$ cat src/rtl/state_receiver_pkg.sv
// Shared types for the inter-FPGA state link: payload word, frame length and receiver FSM states.
package state_receiver_pkg;

  typedef struct packed {
    logic [10:0] x;
    logic [9:0]  y;
  } location_t;

  typedef struct packed {
    location_t   ball;
    location_t   paddle_self;
    location_t   paddle_peer;
    location_t   ball_velocity;
    logic [4:0]  flags;
  } data_t;

  // Frame is {data_t, scored}; the transmitter uses the same constant.
  localparam int STATE_FRAME_BITS = $bits(data_t) + 1;

  typedef enum logic [1:0] {
    S_IDLE,
    S_RECV,
    S_CHECK,
    S_FLUSH
  } rx_state_e;

endpackage

$ cat src/rtl/sync_ff.sv
// Single-bit multi-stage synchronizer with a configurable asynchronous reset value.
module sync_ff #(
  parameter int   STAGES  = 2,
  parameter logic RST_VAL = 1'b0
) (
  input  logic i_clk,
  input  logic i_rst,
  input  logic i_d,
  output logic o_q
);

  logic [STAGES-1:0] r_stages;

  always_ff @(posedge i_clk or posedge i_rst) begin
    if (i_rst) r_stages <= {STAGES{RST_VAL}};
    else       r_stages <= {r_stages[STAGES-2:0], i_d};
  end

  assign o_q = r_stages[STAGES-1];

endmodule

$ cat src/rtl/state_receiver.sv
// Deserializing receiver for the three-wire inter-FPGA state link, plus peer-started detection.
// Optional STATE_RX_STATS_EN adds saturating good-frame and error-frame counters.
module state_receiver
  import state_receiver_pkg::*;
#(
  parameter int DATA_WIDTH          = STATE_FRAME_BITS,
  parameter int SYNC_STAGES         = 2,
  parameter int TIMEOUT_CYCLES      = 400,
  parameter int START_DETECT_CYCLES = 1024
) (
  input  logic  clk_pixel_in,
  input  logic  rst_in,
  input  logic  data_in,
  input  logic  data_clk_in,
  input  logic  sel_in,
  output data_t opponent_data_out,
  output logic  opponent_scored_out,
  output logic  opponent_data_valid_out,
  output logic  frame_error_out,
  output logic  opponent_started_out
`ifdef STATE_RX_STATS_EN
  ,
  output logic [15:0] frame_count_out,
  output logic [15:0] error_count_out
`endif
);

  localparam int CNT_W = $clog2(DATA_WIDTH + 2);
  localparam int TO_W  = $clog2(TIMEOUT_CYCLES + 1);
  localparam int LVL_W = $clog2(START_DETECT_CYCLES + 1);

  logic w_data_s, w_clk_s, w_sel_s;
  logic r_clk_d, r_sel_d;
  logic w_clk_rise, w_sel_rise, w_sel_fall;

  rx_state_e r_state, w_next;
  logic [CNT_W-1:0]      r_bit_cnt;
  logic [TO_W-1:0]       r_timeout;
  logic [LVL_W-1:0]      r_lvl_cnt;
  logic [DATA_WIDTH-1:0] r_shift;
  logic                  w_good, w_bad;

  sync_ff #(.STAGES(SYNC_STAGES), .RST_VAL(1'b0)) u_sync_data (
    .i_clk(clk_pixel_in), .i_rst(rst_in), .i_d(data_in), .o_q(w_data_s));
  sync_ff #(.STAGES(SYNC_STAGES), .RST_VAL(1'b0)) u_sync_clk (
    .i_clk(clk_pixel_in), .i_rst(rst_in), .i_d(data_clk_in), .o_q(w_clk_s));
  sync_ff #(.STAGES(SYNC_STAGES), .RST_VAL(1'b1)) u_sync_sel (
    .i_clk(clk_pixel_in), .i_rst(rst_in), .i_d(sel_in), .o_q(w_sel_s));

  always_ff @(posedge clk_pixel_in or posedge rst_in) begin
    if (rst_in) begin
      r_clk_d <= 1'b0;
      r_sel_d <= 1'b1;
    end else begin
      r_clk_d <= w_clk_s;
      r_sel_d <= w_sel_s;
    end
  end

  assign w_clk_rise = w_clk_s & ~r_clk_d;
  assign w_sel_rise = w_sel_s & ~r_sel_d;
  assign w_sel_fall = ~w_sel_s & r_sel_d;

  always_ff @(posedge clk_pixel_in or posedge rst_in) begin
    if (rst_in) r_state <= S_IDLE;
    else        r_state <= w_next;
  end

  always_comb begin
    // NOTE: default first so every path assigns w_next and no latch is inferred.
    w_next = r_state;
    case (r_state)
      S_IDLE:  if (w_sel_fall) w_next = S_RECV;
      S_RECV: begin
        // A sel edge in the same cycle as the timeout still closes the frame normally.
        if (w_sel_rise)                                w_next = S_CHECK;
        else if (r_timeout == TO_W'(TIMEOUT_CYCLES))   w_next = S_FLUSH;
      end
      S_CHECK: w_next = S_IDLE;
      S_FLUSH: if (w_sel_s) w_next = S_IDLE;
      default: w_next = S_IDLE;
    endcase
  end

  always_comb begin
    w_good = (r_state == S_CHECK) && (r_bit_cnt == CNT_W'(DATA_WIDTH));
    w_bad  = ((r_state == S_CHECK) && !w_good) ||
             ((r_state == S_RECV) && (w_next == S_FLUSH));
  end

  always_ff @(posedge clk_pixel_in or posedge rst_in) begin
    if (rst_in) begin
      r_bit_cnt <= '0;
      r_timeout <= '0;
    end else if (r_state == S_IDLE && w_sel_fall) begin
      r_bit_cnt <= '0;
      r_timeout <= '0;
    end else if (r_state == S_RECV) begin
      if (w_clk_rise) begin
        if (r_bit_cnt != CNT_W'(DATA_WIDTH + 1)) r_bit_cnt <= r_bit_cnt + 1'b1;
        r_timeout <= '0;
      end else if (r_timeout != TO_W'(TIMEOUT_CYCLES)) begin
        r_timeout <= r_timeout + 1'b1;
      end
    end
  end

  // NOTE: the shift register has no reset; it is only read once a full count has arrived.
  always_ff @(posedge clk_pixel_in) begin
    if (r_state == S_RECV && w_clk_rise) r_shift <= {r_shift[DATA_WIDTH-2:0], w_data_s};
  end

  always_ff @(posedge clk_pixel_in or posedge rst_in) begin
    if (rst_in) begin
      opponent_data_out       <= '0;
      opponent_scored_out     <= 1'b0;
      opponent_data_valid_out <= 1'b0;
      frame_error_out         <= 1'b0;
    end else begin
      opponent_data_valid_out <= w_good;
      frame_error_out         <= w_bad;
      if (w_good) begin
        opponent_data_out   <= data_t'(r_shift[DATA_WIDTH-1:1]);
        opponent_scored_out <= r_shift[0];
      end
    end
  end

  // Idle link-clock level encodes the peer's started flag; only meaningful between frames.
  always_ff @(posedge clk_pixel_in or posedge rst_in) begin
    if (rst_in) begin
      r_lvl_cnt            <= '0;
      opponent_started_out <= 1'b0;
    end else begin
      if (!w_sel_s || (w_clk_s != r_clk_d))                 r_lvl_cnt <= '0;
      else if (r_lvl_cnt != LVL_W'(START_DETECT_CYCLES))    r_lvl_cnt <= r_lvl_cnt + 1'b1;

      if (w_good)
        opponent_started_out <= 1'b1;
      else if (w_sel_s && r_lvl_cnt == LVL_W'(START_DETECT_CYCLES))
        opponent_started_out <= r_clk_d;
    end
  end

`ifdef STATE_RX_STATS_EN
  always_ff @(posedge clk_pixel_in or posedge rst_in) begin
    if (rst_in) begin
      frame_count_out <= '0;
      error_count_out <= '0;
    end else begin
      if (opponent_data_valid_out && frame_count_out != 16'hFFFF) frame_count_out <= frame_count_out + 1'b1;
      if (frame_error_out && error_count_out != 16'hFFFF)         error_count_out <= error_count_out + 1'b1;
    end
  end
`endif

endmodule

$ cat config.mk
export PLATFORM = sky130hd
export DESIGN_NAME = state_receiver
export DESIGN_NICKNAME = d
export VERILOG_FILES = /design/src/rtl/state_receiver_pkg.sv /design/src/rtl/sync_ff.sv /design/src/rtl/state_receiver.sv
export SDC_FILE = /design/constraint.sdc
export NUM_CORES = 1
export LEC_CHECK = 0
export CORE_MARGIN = 2
export CORE_UTILIZATION = 50
export CTS_CLUSTER_DIAMETER = 120
export DETAILED_ROUTE_END_ITERATION = 10
export DONT_BUFFER_PORTS = 1
export PLACE_DENSITY = 0.68
export SETUP_SLACK_MARGIN = 0.3
export SYNTH_ARGS = -nofsm -noshare
export SYNTH_HDL_FRONTEND = slang
export SYNTH_SLANG_ARGS = --single-unit
$ cat constraint.sdc
create_clock -name clk_pixel_in -period 4 [get_ports clk_pixel_in]
set_clock_uncertainty 0.2 [all_clocks]
set_input_delay 0.6 -clock clk_pixel_in [delete_from_list [all_inputs] [get_ports clk_pixel_in]]
set_output_delay 0.6 -clock clk_pixel_in [all_outputs]
set_load 0.03 [all_outputs]
==> results of run 1 <==
## path summary, 6_finish.rpt
| kind | startpoint | endpoint | slack [ps] | cells after the start |
|---|---|---|---|---|
| max | r_bit_cnt[5]$_DFFE_PP0P_ | opponent_data_out[41]$_DFFE_PP0P_ | 1410 | 5 |
| min | u_sync_clk.r_stages[0]$_DFF_PP0_ | u_sync_clk.r_stages[1]$_DFF_PP0_ | 150 | 0 |
| max reg2reg | r_bit_cnt[5]$_DFFE_PP0P_ | opponent_data_out[41]$_DFFE_PP0P_ | 1410 | 5 |
| min reg2reg | u_sync_clk.r_stages[0]$_DFF_PP0_ | u_sync_clk.r_stages[1]$_DFF_PP0_ | 150 | 0 |
| max in group asynchronous | rst_in | opponent_data_out[18]$_DFFE_PP0P_ | 2190 | 3 |
| min in group asynchronous | rst_in | r_lvl_cnt[3]$_DFFE_PP0P_ | 490 | 2 |
## power breakdown
part	internal, uW	switching [uW]
combinational	55.3	108
clock	1120	827
sequential	2420	58.6
## worst register-to-register path, stage by stage (launching register included)
cell and delay (ps):
dfrtp_1 390, and4b_1 310, and3_4 220, nand3_4 500, buf_4 510, mux2_4 350
## area by class of cell
type | instances | area share
repair buffers | 10 | 0.01192
flip-flops and latches | 220 | 0.6450
inverters | 12 | 0.005552
well taps | 220 | 0.02979
clock buffers | 34 | 0.07001
multi-input cells | 218 | 0.2332
clock inverters | 7 | 0.004604
## flip-flops by register name, summed over array words and instances (netlist names), 2 cells and up
signal	flops
u_sync_data.r_stages	2
r_state	2
r_timeout	9
u_sync_clk.r_stages	2
r_shift	90
opponent_data_out	89
r_lvl_cnt	11
r_bit_cnt	7
u_sync_sel.r_stages	2
## timing repair
action                                  4_1_cts  5_1_grt
hold buffers                                  4        0
endpoints found under the setup margin        0        0
hold endpoints to repair                     32        0
## synth_stat cells, drive strengths merged, types with 4 or more instances
library cell,n
nor2,24
dfrtp,127
xnor2,4
o21ai,6
nor3,5
o2111ai,4
nand4,5
edfxtp,90
mux2,90
nand3,5
nand2b,6
nand2,8
a21oi,7
buf,12
xor2,13
and3,5
nand3b,4
clkbuf,4
ha,7
inv,12
## metal layers
| layer | vias to the layer above | GRT usage | wire length [microns] |
|---|---|---|---|
| met5 | - | 0 | 0 |
| met4 | 0 | 0.05319 | 418 |
| met3 | 34 | 0.05974 | 1109 |
| met2 | 102 | 0.2474 | 6316 |
| met1 | 1946 | 0.2035 | 6045 |
| li1 | 1731 | - | - |
## per-stage QoR
stage | hold slack, ps | setup WS, ps | util | total power (uW) | instance area, sq um
2_1_floorplan | 131.2 | 649.0 | - | 2630 | 8369
3_3_place_gp | 140.3 | 1472 | 0.5169 | 2670 | 8511
3_5_place_dp | 140.3 | 1375 | 0.5169 | 2680 | 8511
4_1_cts | 150.9 | 1365 | 0.5612 | 4645 | 9240
5_1_grt | 149.9 | 1267 | 0.5612 | 4765 | 9240
6_report | 147.2 | 1412 | 0.5612 | 4586 | 9240
## logic make-up (layout without fill, tap and decap cells)
family                     Yosys count  in the layout
and+or+nand+nor                     78             78
xor gates and xnor gates            17             17
DFF                                220            220
adders and majority gates            7              7
muxes                               91             91
AOI/OAI and AO/OA                   25             25
buffers and inverters               28             63
==> run_results.csv, run 1 <==
group,metric,value,unit
sta,period_share,0.6469,
synthesis,synth_warnings,0,
placement,place_congestion,0.8257,
layout,ff_latch_area,0.005959,sq mm
floorplanning,dieArea,0.01778,sq mm
cts,numCtsBuffers,23,
synthesis,synth_cells,466,
cts,tritoncts,"yes",
critical_path,worst_ep_required_time,4190,ps
power,vdd.ir_drop.worst,0.3957,mV
layout,multi_input_area,0.002155,sq mm
critical_path,cp.arrival,2770,ps
layout,diodes,0,
layout,fin_cells,721,
synthesis,yosys_most_used_dff,"dfrtp_1",
sta,final.min_clock_period,2588,ps
floorplanning,num_rows,47,
cts,cts-root-buf,"clkbuf_16",
synthesis,avgSynthCellArea,17.95,sq um
sta,relSlewSlack,0.3183,
synthesis,synth_area,0.008366,sq mm
synthesis,ys_seq_area_frac,0.7124,
global_routing,grt_max_degree,99,
placement,dp_cells,676,
synthesis,synth_top_area_cell,"dfrtp_1",
sta,rsz0062_at_grt,"no",
placement,dpl.hpwl,8610,microns
drt,ant_nets,0,
critical_path,cp_num_buf_inv,1,
layout,area_growth,10.45,%
worst_hold_path,hold_path.class,"register to register",
drt,wl_per_cell,19.26,microns
synthesis,synth_adder_area_share,0.01047,
global_routing,overflow,0,
global_routing,grt_pass1_wl,22250,microns
cts,post_cts_buffers,0,
critical_path,crit_slowest_cell,"nand3_4",
critical_path,crit_path_end_kind,"register",
critical_path,path_cells,"and4b_1, and3_4, nand3_4, buf_4, mux2_4",
placement,port_buffers,0,
sta,slew_violations,0,
sta,worst_pin_slew,1013,ps
sta,hold_viol,0,
synthesis,synth_edf_count,90,
floorplanning,die_h,133.4,microns
run,drv_cap,0,
layout,fillCellCount,1252,
global_routing,grt_antenna_before_repair,0,
sta,setup_viol,0,
synthesis,async_reset_ff_frac,0.5909,
layout,drive_above_1_share,0.2735,
floorplanning,start_util,0.5081,
critical_path,path_class,"register to register",
critical_path,crit_fanout,35,
critical_path,critical-path-max-stage-delay,500,ps
synthesis,yosys.area_share.simple,0.05295,
synthesis,muxShareOfSynthArea,0.1573,
cts,post_cts_resized,0,
synthesis,synth.top_cell.area_share,0.3799,
synthesis,synth.area.top_cells,"dfrtp_1 (38%), edfxtp_1 (32%), mux2_4 (14%)",
power,powerDensity,496.3,mW/mm^2
drt,wirelength,13890,microns
run_status,status,"finished, final reports clean",
layout,fin_nets,497,
synthesis,synth_top_family_by_area,"multiplexers",
drt,vias,3813,
sta,setup_tns,0,ps
drt,via_per_inst,5.288,
floorplanning,ios,98,
critical_path,start_kind,"register",
sta,fmax,386.5,MHz
drt,route.detailed.drc,0,
cts,clock_latency,500,ps
synthesis,synth_cell_type_count,42,
synthesis,synth_xor_area_frac,0.01780,
floorplanning,core_area,0.01647,sq mm
power,p_leak,0.004035,uW
synthesis,synth_nets,478,
cts,cts.sinks,220,
critical_path,cp_top_family,"simple AND/OR/NAND/NOR gates",
layout,final_common_cell,"dfrtp_1",
drt,drt_iter0_drc,236,
cts,path_clk_slew,60,ps
global_routing,gr-usage-all-layers,0.1575,
drt,firstDrtPassIters,5,
synthesis,synth-seq-cells,220,
layout,mostFrequentLayoutCells,"dfrtp_1 (127), edfxtp_1 (90), mux2_4 (78), nor2_1 (24), clkbuf_16 (23)",
synthesis,synth-compound-area-share,0.01899,
global_routing,grt_pass1_vias,3968,
cts,clock_path_buffers,3,
cts,htree_levels,1,
floorplanning,die_x,133.4,microns
Power figures use the tool's default switching activity.
==> run 2, diff against run 1 <==
--- a/config.mk
+++ b/config.mk
@@ -10,7 +10,6 @@
 export CTS_CLUSTER_DIAMETER = 120
 export DETAILED_ROUTE_END_ITERATION = 10
 export DONT_BUFFER_PORTS = 1
-export PLACE_DENSITY = 0.68
 export SETUP_SLACK_MARGIN = 0.3
 export SYNTH_ARGS = -nofsm -noshare
 export SYNTH_HDL_FRONTEND = slang
==> constraint.sdc (replaced) <==
create_clock -name clk_pixel_in -period 2.6 [get_ports clk_pixel_in]
set_clock_uncertainty 0.2 [all_clocks]
set_input_delay 0.39 -clock clk_pixel_in [delete_from_list [all_inputs] [get_ports clk_pixel_in]]
set_output_delay 0.39 -clock clk_pixel_in [all_outputs]
set_load 0.03 [all_outputs]
==> run_results.csv, run 2 (synthesis gave the netlist of run 1 again) <==
group,metric,value,unit
global_routing,gr-usage-all-layers,0.1533,
drt,ant_nets,0,
sta,setup_viol,0,
drt,route.detailed.drc,0,
critical_path,reg2reg_slack,500,ps
layout,fillCellCount,1296,
floorplanning,start_util,0.5081,
sta,worst_pin_slew,515.4,ps
worst_hold_path,holdCritStartpoint,"u_sync_clk.r_stages[0]$_DFF_PP0_",
cts,cts-root-buf,"clkbuf_16",
sta,rsz0062_at_grt,"no",
cts,clock_path_buffers,3,
critical_path,path_class,"register to register",
critical_path,critical-path-max-stage-delay,380,ps
drt,vias,3788,
layout,top_regs,"r_shift (90), opponent_data_out (89), r_lvl_cnt (11)",
global_routing,grt_pass1_vias,3903,
cts,post_cts_resized,0,
sta,final.min_clock_period,2098,ps
critical_path,crit_path_end_kind,"register",
layout,largest_reg_flops,90,
power,combPwrFrac,0.036,
critical_path,crit_start,"r_clk_d$_DFF_PP0_",
power,p_leak,0.004060,uW
sta,fin_hold_ws,152.3,ps
layout,mostFrequentLayoutCells,"dfrtp_1 (127), edfxtp_1 (90), mux2_4 (78), nor2_1 (24), clkbuf_16 (22)",
drt,via_per_inst,5.239,
power,p_int,5662,uW
layout,design_area,0.009330,sq mm
layout,regMostFlops,"r_shift",
critical_path,r2r_start,"r_clk_d$_DFF_PP0_",
critical_path,start_kind,"register",
power,sw_frac_of_total,0.2095,
global_routing,grt_pass1_wl,21770,microns
cts,clock_latency,510,ps
placement,port_buffers,0,
drt,firstDrtPassIters,4,
critical_path,cp.arrival,2090,ps
layout,fin_nets,499,
drt,wirelength,13340,microns
critical_path,path_cells,"inv_1, ha_2, nand3b_1, clkinvlp_4, buf_12",
power,p_switching,1501,uW
floorplanning,die_x,133.4,microns
placement,place_congestion,0.7501,
power,seq_power_share,0.532,
global_routing,grt_antenna_before_repair,0,
cts,htree_levels,1,
sta,relSlewSlack,0.6564,
placement,dpl.hpwl,8364,microns
global_routing,grt_max_degree,60,
power,powerDensity,767.7,mW/mm^2
sta,setup_tns,0,ps
layout,final_common_cell,"dfrtp_1",
layout,area_growth,11.53,%
sta,hold_viol,0,
floorplanning,dieArea,0.01778,sq mm
cts,path_clk_slew,60,ps
critical_path,crit_slowest_cell,"clkinvlp_4",
placement,place_area,0.008574,sq mm
cts,numCtsBuffers,22,
critical_path,crit_fanout,42,
placement,pre_cts_slack,466.1,ps
drt,wl_per_cell,18.45,microns
sta,slew_violations,0,
critical_path,r2r.worst_path.cells,5,
critical_path,crit_end,"r_shift[70]$_DFFE_PP_",
critical_path,r2r-end,"r_shift[70]$_DFFE_PP_",
sta,period_share,0.8071,
run_status,status,"finished, final reports clean",
cts,tritoncts,"yes",
layout,diodes,0,
floorplanning,die_h,133.4,microns
cts,post_cts_buffers,0,
power,clkPwrFrac,0.432,
global_routing,overflow,0,
worst_hold_path,hold_path.class,"register to register",
critical_path,path_depth,5,
layout,drive_above_1_share,0.2744,
floorplanning,num_rows,47,
floorplanning,ios,98,
layout,finish.utilization,0.5666,
drt,drt_iter0_drc,179,
cts,cts.sinks,220,
power,vdd.ir_drop.worst,0.5461,mV
critical_path,cp_top_family,"buffers and inverters",
sta,worst_slack,501.5,ps
sta,fmax,476.5,MHz
floorplanning,core_area,0.01647,sq mm
critical_path,cp_num_buf_inv,3,
run,drv_cap,0,
critical_path,worst_ep_required_time,2590,ps
run 2: changes by cell type in the layout (fill, tap and decap cells not counted), moves of 2 or more:
cell | previous run | this run
clkinv_1 | 0 | 2
bufinv_16 | 0 | 2
buf_12 | 2 | 5
clkinv_2 | 5 | 2
run 2: how the worst min path moves through the flow:
stage / slack, ps / cells past startpoint / end
global route: 160 / 0 / u_sync_sel.r_stages[1]$_DFF_PP1_
global placement: 140 / 0 / u_sync_clk.r_stages[1]$_DFF_PP0_
CTS: 160 / 0 / u_sync_sel.r_stages[1]$_DFF_PP1_
detailed placement: 140 / 0 / u_sync_clk.r_stages[1]$_DFF_PP0_
floorplan: 130 / 0 / u_sync_clk.r_stages[1]$_DFF_PP0_
finish: 150 / 0 / u_sync_clk.r_stages[1]$_DFF_PP0_
run 2: layout make-up:
type | count | area, sq um | area share
Sequential cell | 220 | 5959 | 0.6387
Multi-Input combinational cell | 218 | 2157 | 0.2312
Clock buffer | 33 | 621.8 | 0.06665
Tap cell | 220 | 275.3 | 0.02950
Timing Repair Buffer | 13 | 170.2 | 0.01824
Clock inverter | 7 | 93.84 | 0.01006
Inverter | 12 | 52.55 | 0.005632
run 2: power by group through the flow:
stage                     sequential [uW]  combinational (uW)  clock (uW)
after global placement               3870                 252           0
after floorplan                      3840                 205           0
final                                3810                 260        3100
after CTS                            3800                 266        3190
after global routing                 3820                 296        3330
after detailed placement             3870                 260           0
run 2: per-stage QoR:
step,instances,total power [uW]
after floorplan,466,4047
after global placement,679,4121
after detailed placement,679,4131
after CTS,723,7258
after global routing,723,7448
final,723,7163
run 2: timing repair:
| item | CTS | global route |
|---|---|---|
| endpoints found under the setup margin | 0 | 0 |
| hold buffers | 4 | 0 |
| hold endpoints to repair | 130 | 0 |
run 2: metal layers:
| metal | GRT usage | wire (microns) | up-vias | part of all wire |
|---|---|---|---|---|
| met1 | 0.2138 | 6166 | 1946 | 0.46 |
| met4 | 0.03960 | 294 | 0 | 0.022 |
| met5 | 0 | 0 | - | 0 |
| met3 | 0.04528 | 749 | 20 | 0.056 |
| met2 | 0.2388 | 6125 | 85 | 0.46 |
| li1 | - | - | 1737 | - |
